<file path="src/rtl/xm_mem_access_unit.sv">
// X-Makina multi-cycle load/store engine: effective-address formation, req/ack bus
// handshake with byte enables, aligned/extended read return and fault reporting.
module xm_mem_access_unit #(
  parameter int WORD    = 16,
  parameter int TIMEOUT = 15
) (
  input  logic                          clk_i,
  input  logic                          arst_ni,
  input  logic                          req_i,
  input  logic                          we_i,
  input  logic                          byteOp_i,
  input  logic                          sext_i,
  input  logic [1:0]                    mode_i,
  input  logic [WORD-1:0]               base_i,
  input  logic [WORD-1:0]               offs_i,
  input  logic [WORD-1:0]               wdata_i,
  output logic                          busy_o,
  output logic                          done_o,
  output logic                          fault_o,
  output logic [1:0]                    faultCode_o,
  output logic [WORD-1:0]               rdata_o,
  output logic [WORD-1:0]               addrWb_o,
  output logic                          mem_req_o,
  output logic                          mem_we_o,
  output logic [WORD-$clog2(WORD/8)-1:0] mem_adr_o,
  output logic [WORD/8-1:0]             mem_be_o,
  output logic [WORD-1:0]               mem_wdat_o,
  input  logic [WORD-1:0]               mem_rdat_i,
  input  logic                          mem_ack_i
);
  localparam int LANES = WORD / 8;
  localparam int LB    = $clog2(LANES);

  localparam logic [1:0] S_IDLE  = 2'd0;
  localparam logic [1:0] S_REQ   = 2'd1;
  localparam logic [1:0] S_DONE  = 2'd2;
  localparam logic [1:0] S_FAULT = 2'd3;

  localparam logic [1:0] F_MISALIGN = 2'b01;
  localparam logic [1:0] F_MODE     = 2'b10;
  localparam logic [1:0] F_TIMEOUT  = 2'b11;

  function automatic logic [WORD-1:0] extend_byte(input logic [7:0] b, input logic sext);
    logic signed [7:0]      sb;
    logic signed [WORD-1:0] sw;
    sb = signed'(b);
    sw = WORD'(sb);
    return sext ? unsigned'(sw) : {{(WORD-8){1'b0}}, b};
  endfunction

  logic [1:0]      state_q;
  logic [7:0]      cnt_q;
  logic [WORD-1:0] ea_q;
  logic [WORD-1:0] wb_q;
  logic [WORD-1:0] base_q;
  logic [WORD-1:0] wdat_q;
  logic [WORD-1:0] rdata_q;
  logic [1:0]      code_q;
  logic            we_q;
  logic            byte_q;
  logic            sext_q;

  logic [WORD-1:0]  step_c;
  logic [WORD-1:0]  ea_c;
  logic [WORD-1:0]  wb_c;
  logic             misalign_c;
  logic [7:0]       rbyte_c;
  logic [LANES-1:0] lane_be_c;

  // Address generation for the access being accepted in IDLE; wrap-around is intended.
  always_comb begin
    step_c = byteOp_i ? WORD'(1) : WORD'(LANES);
    ea_c   = base_i;
    wb_c   = base_i;
    case (mode_i)
      2'b00: begin
        ea_c = base_i + offs_i;
        wb_c = base_i;
      end
      2'b01: begin
        ea_c = base_i;
        wb_c = base_i + step_c;
      end
      2'b10: begin
        ea_c = base_i - step_c;
        wb_c = base_i - step_c;
      end
      default: begin
        ea_c = base_i;
        wb_c = base_i;
      end
    endcase
    misalign_c = !byteOp_i && (ea_c[LB-1:0] != '0);
  end

  always_comb begin
    rbyte_c   = '0;
    lane_be_c = '0;
    for (int i = 0; i < LANES; i++) begin
      if (ea_q[LB-1:0] == LB'(i)) begin
        rbyte_c      = mem_rdat_i[8*i +: 8];
        lane_be_c[i] = 1'b1;
      end
    end
  end

  always_ff @(posedge clk_i or negedge arst_ni) begin
    if (!arst_ni) begin
      state_q <= S_IDLE;
      cnt_q   <= '0;
      ea_q    <= '0;
      wb_q    <= '0;
      base_q  <= '0;
      wdat_q  <= '0;
      rdata_q <= '0;
      code_q  <= '0;
      we_q    <= 1'b0;
      byte_q  <= 1'b0;
      sext_q  <= 1'b0;
    end else begin
      case (state_q)
        S_IDLE: begin
          if (req_i) begin
            ea_q   <= ea_c;
            wb_q   <= wb_c;
            base_q <= base_i;
            wdat_q <= wdata_i;
            we_q   <= we_i;
            byte_q <= byteOp_i;
            sext_q <= sext_i;
            cnt_q  <= '0;
            if (mode_i == 2'b11) begin
              code_q  <= F_MODE;
              state_q <= S_FAULT;
            end else if (misalign_c) begin
              code_q  <= F_MISALIGN;
              state_q <= S_FAULT;
            end else begin
              code_q  <= '0;
              state_q <= S_REQ;
            end
          end
        end
        // Bus phase: an ack always beats the timeout in the same cycle.
        S_REQ: begin
          if (mem_ack_i) begin
            if (!we_q) begin
              rdata_q <= byte_q ? extend_byte(rbyte_c, sext_q) : mem_rdat_i;
            end
            state_q <= S_DONE;
          end else if (cnt_q == 8'(TIMEOUT - 1)) begin
            code_q  <= F_TIMEOUT;
            state_q <= S_FAULT;
          end else begin
            cnt_q <= cnt_q + 8'd1;
          end
        end
        default: state_q <= S_IDLE;
      endcase
    end
  end

  assign busy_o      = (state_q != S_IDLE);
  assign done_o      = (state_q == S_DONE) || (state_q == S_FAULT);
  assign fault_o     = (state_q == S_FAULT);
  assign faultCode_o = (state_q == S_FAULT) ? code_q : 2'b00;
  assign rdata_o     = rdata_q;
  assign addrWb_o    = (state_q == S_FAULT) ? base_q : wb_q;

  assign mem_req_o  = (state_q == S_REQ);
  assign mem_we_o   = (state_q == S_REQ) && we_q;
  assign mem_adr_o  = (state_q == S_REQ) ? ea_q[WORD-1:LB] : '0;
  assign mem_be_o   = (state_q != S_REQ) ? '0 : (byte_q ? lane_be_c : '1);
  assign mem_wdat_o = (state_q != S_REQ) ? '0 : (byte_q ? {LANES{wdat_q[7:0]}} : wdat_q);
endmodule

</file>
<file path="config.mk">
export PLATFORM = sky130hd
export DESIGN_NAME = xm_mem_access_unit
export DESIGN_NICKNAME = d
export VERILOG_FILES = /design/src/rtl/xm_mem_access_unit.sv
export SDC_FILE = /design/constraint.sdc
export NUM_CORES = 1
export LEC_CHECK = 0
export BUFFER_PORTS_ARGS = -buffer_cell sky130_fd_sc_hd__buf_2
export CORE_ASPECT_RATIO = 1.4
export CORE_MARGIN = 3
export CORE_UTILIZATION = 61
export CTS_BUF_LIST = sky130_fd_sc_hd__clkbuf_2
export DETAILED_ROUTE_END_ITERATION = 10
export PLACE_DENSITY = 0.95
export SYNTH_ARGS = -nofsm -noshare
export SYNTH_HDL_FRONTEND = slang
export SYNTH_SLANG_ARGS = --single-unit
</file>
<file path="constraint.sdc">
create_clock -name clk_i -period 3.77 [get_ports clk_i]
set_input_delay 1.131 -clock clk_i [delete_from_list [all_inputs] [get_ports clk_i]]
set_output_delay 1.131 -clock clk_i [all_outputs]
set_load 0.02 [all_outputs]
</file>
After elaboration in Yosys (flattened, before gate mapping)
Index checks and enable logic that the tools add are counted.

Register bits: 95. Output and inout port bits: 72.

Reductions and logical operators: 13. Eq/ne operators: 13. Add/subtract/negate cells: 4. Multiplexer cells: 30. Bitwise gates (word level): 1.

Operators with widths (count): 2-to-1 mux 16 bit (5); case mux 16 bit (2 select lines) (2); 2-to-1 mux 8 bit (4); 2-to-1 mux 2 bit (12); adder 16 bit (1); adder 16 x 2 -> 16 bit (1); case mux 8 bit (2 select lines) (1); subtractor 16 x 2 -> 16 bit (1); 2-to-1 mux 15 bit (1); adder 8 x 1 -> 8 bit, second input constant (1); equality test 2 bit, second input constant (4); equality test 8 x 4 -> 1 bit, second input constant (1); case mux 2 bit (2 select lines) (2); AND reduction 4 bit (2); != test 2 bit, second input constant (3); equality test 2 x 1 -> 1 bit, second input constant (2); logical NOT 2 bit (2); != test 2 x 1 -> 1 bit, second input constant (2); AND reduction 2 bit (2); nonzero test 2 bit (2); 2-to-1 mux 1 bit (3); != test 3 x 1 -> 1 bit, second input constant (1); AND reduction 3 bit (1); logical AND 1 bit (2); other kinds (3) (3).

Depth between registers and ports, before layout
Gate-level depths: netlist of the first run.

Word-level depth: 8. Gate-level depth with buffers: 10. Depth with buffers taken out: 9.

Worst setup path before layout of the first run
OpenSTA, ideal clock, no wires.

Path type: input to register. Start: input base_i[0]. End: register wb_q[14]. Data required time: 3640 ps. Data arrival time: 2990 ps. Buffers on the path: 1. Path slack: 649 ps. Stages: 10. Cell sequence: inv_1 > ha_1 > fa_1 > or3b_2 > clkbuf_1 > nor2_1 > nand2_1 > mux2_4 > a222oi_1 > o21ai_1.

Longest elaborated chain between the ends: 2.

RTL lines: from (decl) (RTL line 14) `input logic [WORD-1:0] base_i,`; subtractor 16 x 2 -> 16 bit or adder 16 x 2 -> 16 bit (tied branches) (RTL line 86, 82); case mux 16 bit (2 select lines) (*) (RTL line 75) `case (mode_i)`; to (signal assigned) (RTL line 125) `wb_q <= wb_c;`; to (decl) (RTL line 54) `logic [WORD-1:0] wb_q;`.

Mark *: on every way between the ends. The rest lies on a longest branch, timed or not. A chain may end at the register's enable or synchronous reset.

Worst setup path after layout of the first run
Start: register state_q[1]. End: output mem_adr_o[2].

Longest elaborated chain between the ends: 2.

RTL lines: from (decl) (RTL line 51) `logic [1:0] state_q;`; from (signal assigned) (RTL line 109) `state_q <= S_IDLE;`; from (signal assigned) (RTL line 134) `state_q <= S_FAULT;`; from (signal assigned) (RTL line 137) `state_q <= S_FAULT;`; equality test 2 x 1 -> 1 bit (RTL line 172) `assign mem_adr_o = (state_q == S_REQ) ? ea_q[WORD-1:LB] : '0;`; 2-to-1 mux 15 bit (RTL line 172); to (decl) (RTL line 25) `output logic [WORD-$clog2(WORD/8)-1:0] mem_adr_o,`.

Every way passes these cells.

==> metrics.txt, run 1 <==
Tcrit/Tclk final 0.9027; Post-synth EDFFs 0; total CTS buffers 9; clk slew on worst S/H paths around 250 ps; Mapped Area 0.006374 mm^2; DIE AREA about 0.012 mm^2; CTS tree done; DR pass1 iterations 7; core box area 0.01006 mm^2; Die Y approximately 130 um; Sink Count 95; hold slack between 500 and 600 ps; Synth cell types between 60 and 70; cts hold-fix bufs 0; I/O pins approximately 150; initial antenna violation count 1; CP bufs+invs 2; Leak 3.607 nW; Synth Warn # 0; Psw 2.100 mW; synthesized flop and latch total 95; CP Max Fanout 25; Comb power frac 0.504; clock buffer depth 2; post-layout util 0.7245; unrepaired setup endpoints after global routing false; H-tree levels 3; Seq pwr share 0.378; Initial Util 0.6335; routed via count a little over 6000; Max IR drop VDD 0.2530 mV; startpoint types register; Finished Layout Cells just over 1000; Hold Vio Cnt, Final 0; internal power between 2 and 3 mW; fin crit period between 3000 and 4000 ps; vias in the first global route around 5900; Hold WC Path Type register to register; drt initial violations roughly 370; fill cell count around 810; Setup Skew a little under 40 ps; Rel. slew slack 0.3799; placed insts ~1000; max frequency 0.2939 GHz; Tot Pwr ~4.7 mW; Avg Inst Size Synth between 8 and 9 um^2; Die Width 92.39 um; CP top delay family buffers and inverters; share of layout cells above drive strength 1 0.2398; synth-to-layout area growth 14.37%; PD cells 644.7 mW/mm^2; # port buffers ~140; main flop type after synthesis dfrtp_1; CP cell instances nand2b_1 > inv_1 > and2_1 > buf_2; Crit Path Class register to output port; drc violations 0; worst skew pair latency about 560 ps; Post-Route WL around 17 mm; worst slew pin tran between 900 and 1000 ps; TNS Setup 0 ps; Max Cap Viol 0; Post-Syn Nets between 800 and 900; Post-CTS Setup Inserts 0; Wirelength per Cell 16.38 um; Worst Path Required 2640 ps; ys async rst share 1.000; status complete, no violations; Design Area, Final roughly 0.0073 mm^2; DPL Wire Length ~13 mm; Placed Area around 0.0072 mm^2; Worst Slack Setup Final 367.0 ps; first-pass GRT wire length 27.66 mm; sequential area share after synthesis 0.3730; number of routed nets with antenna violations 0; Slew Viols, Final 0; routability cong. around 0.95; final setup fails 0; Overflow after GRT 0; placement row count 43; switching share of total power 0.4469; CP max stage delay roughly 640 ps; Worst Setup End Kind output port; CP max stage cell inv_1; largest net degree at the start of global routing 78; Post-CTS Resized 0; Root Buffer clkbuf_2; CP arrival approximately 2300 ps; Mapped Cells between 700 and 800; Vias/cell 5.915; Clock power frac 0.118; Final nets between 900 and 1000; pre-CTS WS about 370 ps; gr usage total 0.2897
-- tightest hold or removal path, stage by stage (launching register included) --
cell,delay (ps)
dfrtp_1,400
nand2_1,50
nand2_1,50
-- flip-flops by register name (all words and copies together), names as in the netlist --
| signal | count |
|---|---|
| cnt_q | 8 |
| we_q | 1 |
| ea_q | 16 |
| base_q | 16 |
| rdata_o | 16 |
| wdat_q | 16 |
| code_q | 2 |
| sext_q | 1 |
| byte_q | 1 |
| state_q | 2 |
| wb_q | 16 |
-- logic make-up after synthesis --
kind of cell / synth area share
flip-flops: 0.3730
AND/OR/NAND/NOR: 0.2515
buffers and inverters: 0.04986
AO/OA/AOI/OAI: 0.1559
multiplexers: 0.07362
XOR/XNOR: 0.03573
adder cells (fa/ha/maj): 0.06046
-- routing by layer --
layer | global-route usage | part of all wire
met1 | 0.3480 | 0.38
met2 | 0.5167 | 0.51
met3 | 0.04211 | 0.070
met4 | 0.1172 | 0.036
met5 | 0 | 0
-- final timing paths --
kind / start / end / slack, ps / depth (start not counted)
min in group asynchronous: arst_ni / base_q[7] / 670 / 1
hold reg to reg: base_q[2] / base_q[2] / 500 / 2
hold / removal: base_q[2] / base_q[2] / 500 / 2
setup reg to reg: state_q[0] / ea_q[15] / 1630 / 5
setup / recovery: state_q[1] / mem_adr_o[2] / 370 / 4
max in group asynchronous: arst_ni / ea_q[2] / 2390 / 2
-- cell usage after synthesis (2+ instances only) --
| master | count | area (um^2) |
|---|---|---|
| nand2_1 | 154 | 578.1 |
| dfrtp_1 | 95 | 2377 |
| nor2_1 | 60 | 225.2 |
| o21ai_0 | 41 | 205.2 |
| a21oi_1 | 40 | 200.2 |
| clkbuf_1 | 40 | 150.1 |
| and2_1 | 27 | 168.9 |
| ha_1 | 26 | 325.3 |
| mux2i_1 | 24 | 240.2 |
| inv_1 | 20 | 75.07 |
| mux2_2 | 19 | 214.0 |
| nor3_1 | 18 | 90.09 |
| xor2_1 | 15 | 131.4 |
| a31oi_1 | 13 | 81.33 |
| nand3_1 | 11 | 55.05 |
| o22a_1 | 11 | 96.34 |
| xnor2_1 | 11 | 96.34 |
| a21o_1 | 10 | 75.07 |
| nor2b_1 | 10 | 62.56 |
| or3_1 | 10 | 62.56 |
| nand2b_1 | 8 | 50.05 |
| and3_1 | 7 | 43.79 |
| nand4_1 | 7 | 43.79 |
| a211oi_1 | 6 | 45.04 |
| a221oi_1 | 6 | 52.55 |
| buf_1 | 5 | 18.77 |
| buf_2 | 5 | 25.02 |
| nor4_1 | 5 | 31.28 |
| or2_2 | 5 | 31.28 |
| a21boi_0 | 3 | 22.52 |
| buf_6 | 3 | 33.78 |
| fa_1 | 3 | 60.06 |
| nand3b_1 | 3 | 22.52 |
| o21ai_1 | 3 | 15.01 |
| o21bai_1 | 3 | 22.52 |
| a31o_2 | 2 | 17.52 |
| and4_1 | 2 | 17.52 |
| o31a_1 | 2 | 17.52 |
| o31ai_1 | 2 | 15.01 |
| or3_4 | 2 | 22.52 |
| or4_1 | 2 | 15.01 |
-- final cells by class --
class,instances,area [um^2],share of cell area
clock inverters,5,72.57,0.009955
flip-flops and latches,95,2377,0.3261
diodes,1,2.502,0.0003433
multi-input cells,593,3682,0.5051
well taps,135,168.9,0.02317
repair buffers,160,855.8,0.1174
clock buffers,11,55.05,0.007552
inverters,20,75.07,0.01030
-- power groups by stage --
stage	sequential [mW]	combinational [mW]	clock, mW
2_1_floorplan	1.78	1.59	0
3_3_place_gp	1.78	2.30	0
3_5_place_dp	1.80	2.37	0
4_1_cts	1.77	2.38	0.562
5_1_grt	1.83	2.61	0.590
6_report	1.78	2.37	0.553
-- cells in the final DEF (no fill, tap or decap), drive strengths merged, types with 12 or more instances in the layout --
cell type,instances
a31oi,13
mux2,20
nor3,19
ha,26
or3,12
nand2,154
mux2i,24
nor2,60
and2,27
inv,20
a21oi,40
buf,160
xor2,15
dfrtp,95
o21ai,44
Note: power is estimated with default switching activity, not from simulation.
==> run 2, diff against run 1 <==
--- a/config.mk
+++ b/config.mk
@@ -6,12 +6,15 @@
 export NUM_CORES = 1
 export LEC_CHECK = 0
 export BUFFER_PORTS_ARGS = -buffer_cell sky130_fd_sc_hd__buf_2
+export CELL_PAD_IN_SITES_DETAIL_PLACEMENT = 2
+export CELL_PAD_IN_SITES_GLOBAL_PLACEMENT = 2
 export CORE_ASPECT_RATIO = 1.4
 export CORE_MARGIN = 3
-export CORE_UTILIZATION = 61
+export CORE_UTILIZATION = 33
 export CTS_BUF_LIST = sky130_fd_sc_hd__clkbuf_2
 export DETAILED_ROUTE_END_ITERATION = 10
-export PLACE_DENSITY = 0.95
+export GPL_ROUTABILITY_DRIVEN = 0
+export PLACE_DENSITY = 0.9
 export SYNTH_ARGS = -nofsm -noshare
 export SYNTH_HDL_FRONTEND = slang
 export SYNTH_SLANG_ARGS = --single-unit
==> constraint.sdc (replaced) <==
create_clock -name clk_i -period 3.2 [get_ports clk_i]
set_input_delay 0.96 -clock clk_i [delete_from_list [all_inputs] [get_ports clk_i]]
set_output_delay 0.96 -clock clk_i [all_outputs]
set_load 0.02 [all_outputs]
==> metrics.txt, run 2 (synthesized netlist as in run 1, its figures left out) <==
Tcrit/Tclk final 0.9457; total CTS buffers 9 (unchanged); Worst Setup End Kind output port; Max Cap Viol 0 (unchanged); fill cell count 2188 (+170%); Post-Route WL 22.93 mm (+37%); Sink Count 95 (unchanged); fin crit period 3026 ps; Die Width 123.5 um (+34%); status complete, no violations; Max IR drop VDD 0.2164 mV (-14%); core box area 0.01875 mm^2 (+86%); I/O pins 145 (unchanged); Root Buffer clkbuf_2; drc violations 0 (unchanged); Leak 3.717 nW (+3.0%); Design Area, Final 0.007602 mm^2 (+4.3%); worst skew pair latency 610 ps (+50 ps); Rel. slew slack 0.5597 (+0.1798); initial antenna violation count 1 (unchanged); DPL Wire Length 18.15 mm (+45%); pre-CTS WS -82.40 ps (-456.1 ps); DR pass1 iterations 4 (-3); Wirelength per Cell 19.89 um (+21%); clock buffer depth 2 (unchanged); Finished Layout Cells 1153 (+13%); Setup Skew 60.71 ps (+22.24 ps); placement row count 59 (+37%); Worst Reg-to-Reg Cells 5 (unchanged); Worst Path Required 2240 ps (-400 ps); Slew Viols, Final 0 (unchanged); Placed Area 0.007476 mm^2 (+4.4%); most common cell after layout, fill and taps aside nand2_1; gr usage total 0.2239 (-0.06583); Hold Vio Cnt, Final 0 (unchanged); max frequency between 0.3 and 0.4 GHz; share of layout cells above drive strength 1 0.2632 (+0.02340); worst slew pin tran 660.5 ps (-269.7 ps); Post-CTS Setup Inserts 0 (unchanged); final setup fails 0 (unchanged); number of routed nets with antenna violations 0 (unchanged); startpoint types register; CTS tree done; Vias/cell 5.356 (-9.4%); Crit Path Class register to output port; PD cells 759.1 mW/mm^2 (+18%); Hold WC Path Type input pin to asynchronous set/reset pin; first-pass GRT wire length 37.17 mm (+34%); Initial Util 0.3399 (-0.2936); unrepaired setup endpoints after global routing false; Overflow after GRT 0 (unchanged); CP Max Fanout 17 (-32%); synth-to-layout area growth 19.28%; H-tree levels 3 (unchanged); CP arrival 2070 ps (-200 ps); vias in the first global route 6871 (+17%); clk slew on worst S/H paths 320 ps (+70 ps); Final nets 1005 (+2.4%); largest net degree at the start of global routing 42 (-46%); Die Y 170.4 um (+34%); drt initial violations 318 (-14%); placed insts 1136 (+13%); routed via count 6176 (+2.4%); # port buffers 144 (unchanged); DIE AREA 0.02104 mm^2 (+79%); most frequent cells in the layout 153 x nand2_1, 143 x buf_2, 93 x dfrtp_1; Worst Slack Setup Final 173.7 ps (-193.3 ps)
[run 2: final timing paths]
check,start,endpoint,slack [ps]
max,state_q[1],addrWb_o[14],170
min,arst_ni,rdata_o[12],280
max reg2reg,state_q[0],ea_q[15],1010
min reg2reg,base_q[14],base_q[14],510
max in group asynchronous,arst_ni,rdata_o[15],2240
min in group clk_i,base_q[14],base_q[14],510
[run 2: per-layer routing]
layer / part of all wire / vias to the layer above / GRT usage
met5: 0 / - / 0
met4: 0.023 / 0 / 0.06795
li1: - / 2910 / -
met2: 0.54 / 149 / 0.4174
met3: 0.036 / 28 / 0.02892
met1: 0.40 / 3089 / 0.2627
[run 2: stage by stage]
step	hold slack, ps	TNS, ps	util	total power, mW
finish	281.0	0	0.4054	5.771
global route	231.1	0	0.4054	6.261
CTS	218.2	0	0.4052	5.869
detailed placement	464.4	-203.3	0.3987	5.190
global placement	452.9	0	0.3987	4.989
floorplan	440.6	0	-	3.972
[run 2: timing repair]
action / 4_1_cts / 5_1_grt
hold buffers: 0 / 0
setup endpoints to repair: 0 / 12
resized for setup: 0 / 2
[run 2: report_power, final]
group          internal, mW  switching, mW  total [mW]  leakage, nW
clock                 0.192          0.465       0.657       0.0766
combinational          1.12           1.87        2.99         2.49
sequential             1.74          0.390        2.13         1.15
total                  3.04           2.73        5.77         3.72
[run 2: final cells by class]
cell class                      instances  area, um^2  share of cell area
Antenna cell                            1       2.502           0.0003292
Clock buffer                            9       45.04            0.005925
Clock inverter                          7       76.32             0.01004
Inverter                               20       75.07            0.009875
Multi-Input combinational cell        593        3682              0.4844
Sequential cell                        95        2380              0.3130
Tap cell                              244       305.3             0.04016
Timing Repair Buffer                  184        1036              0.1363
[run 2: critical path: stages, from the launching register on]
cell	delay (ps)
dfrtp_2	530
nand2_1	80
buf_4	260
mux2_2	400
buf_2	170
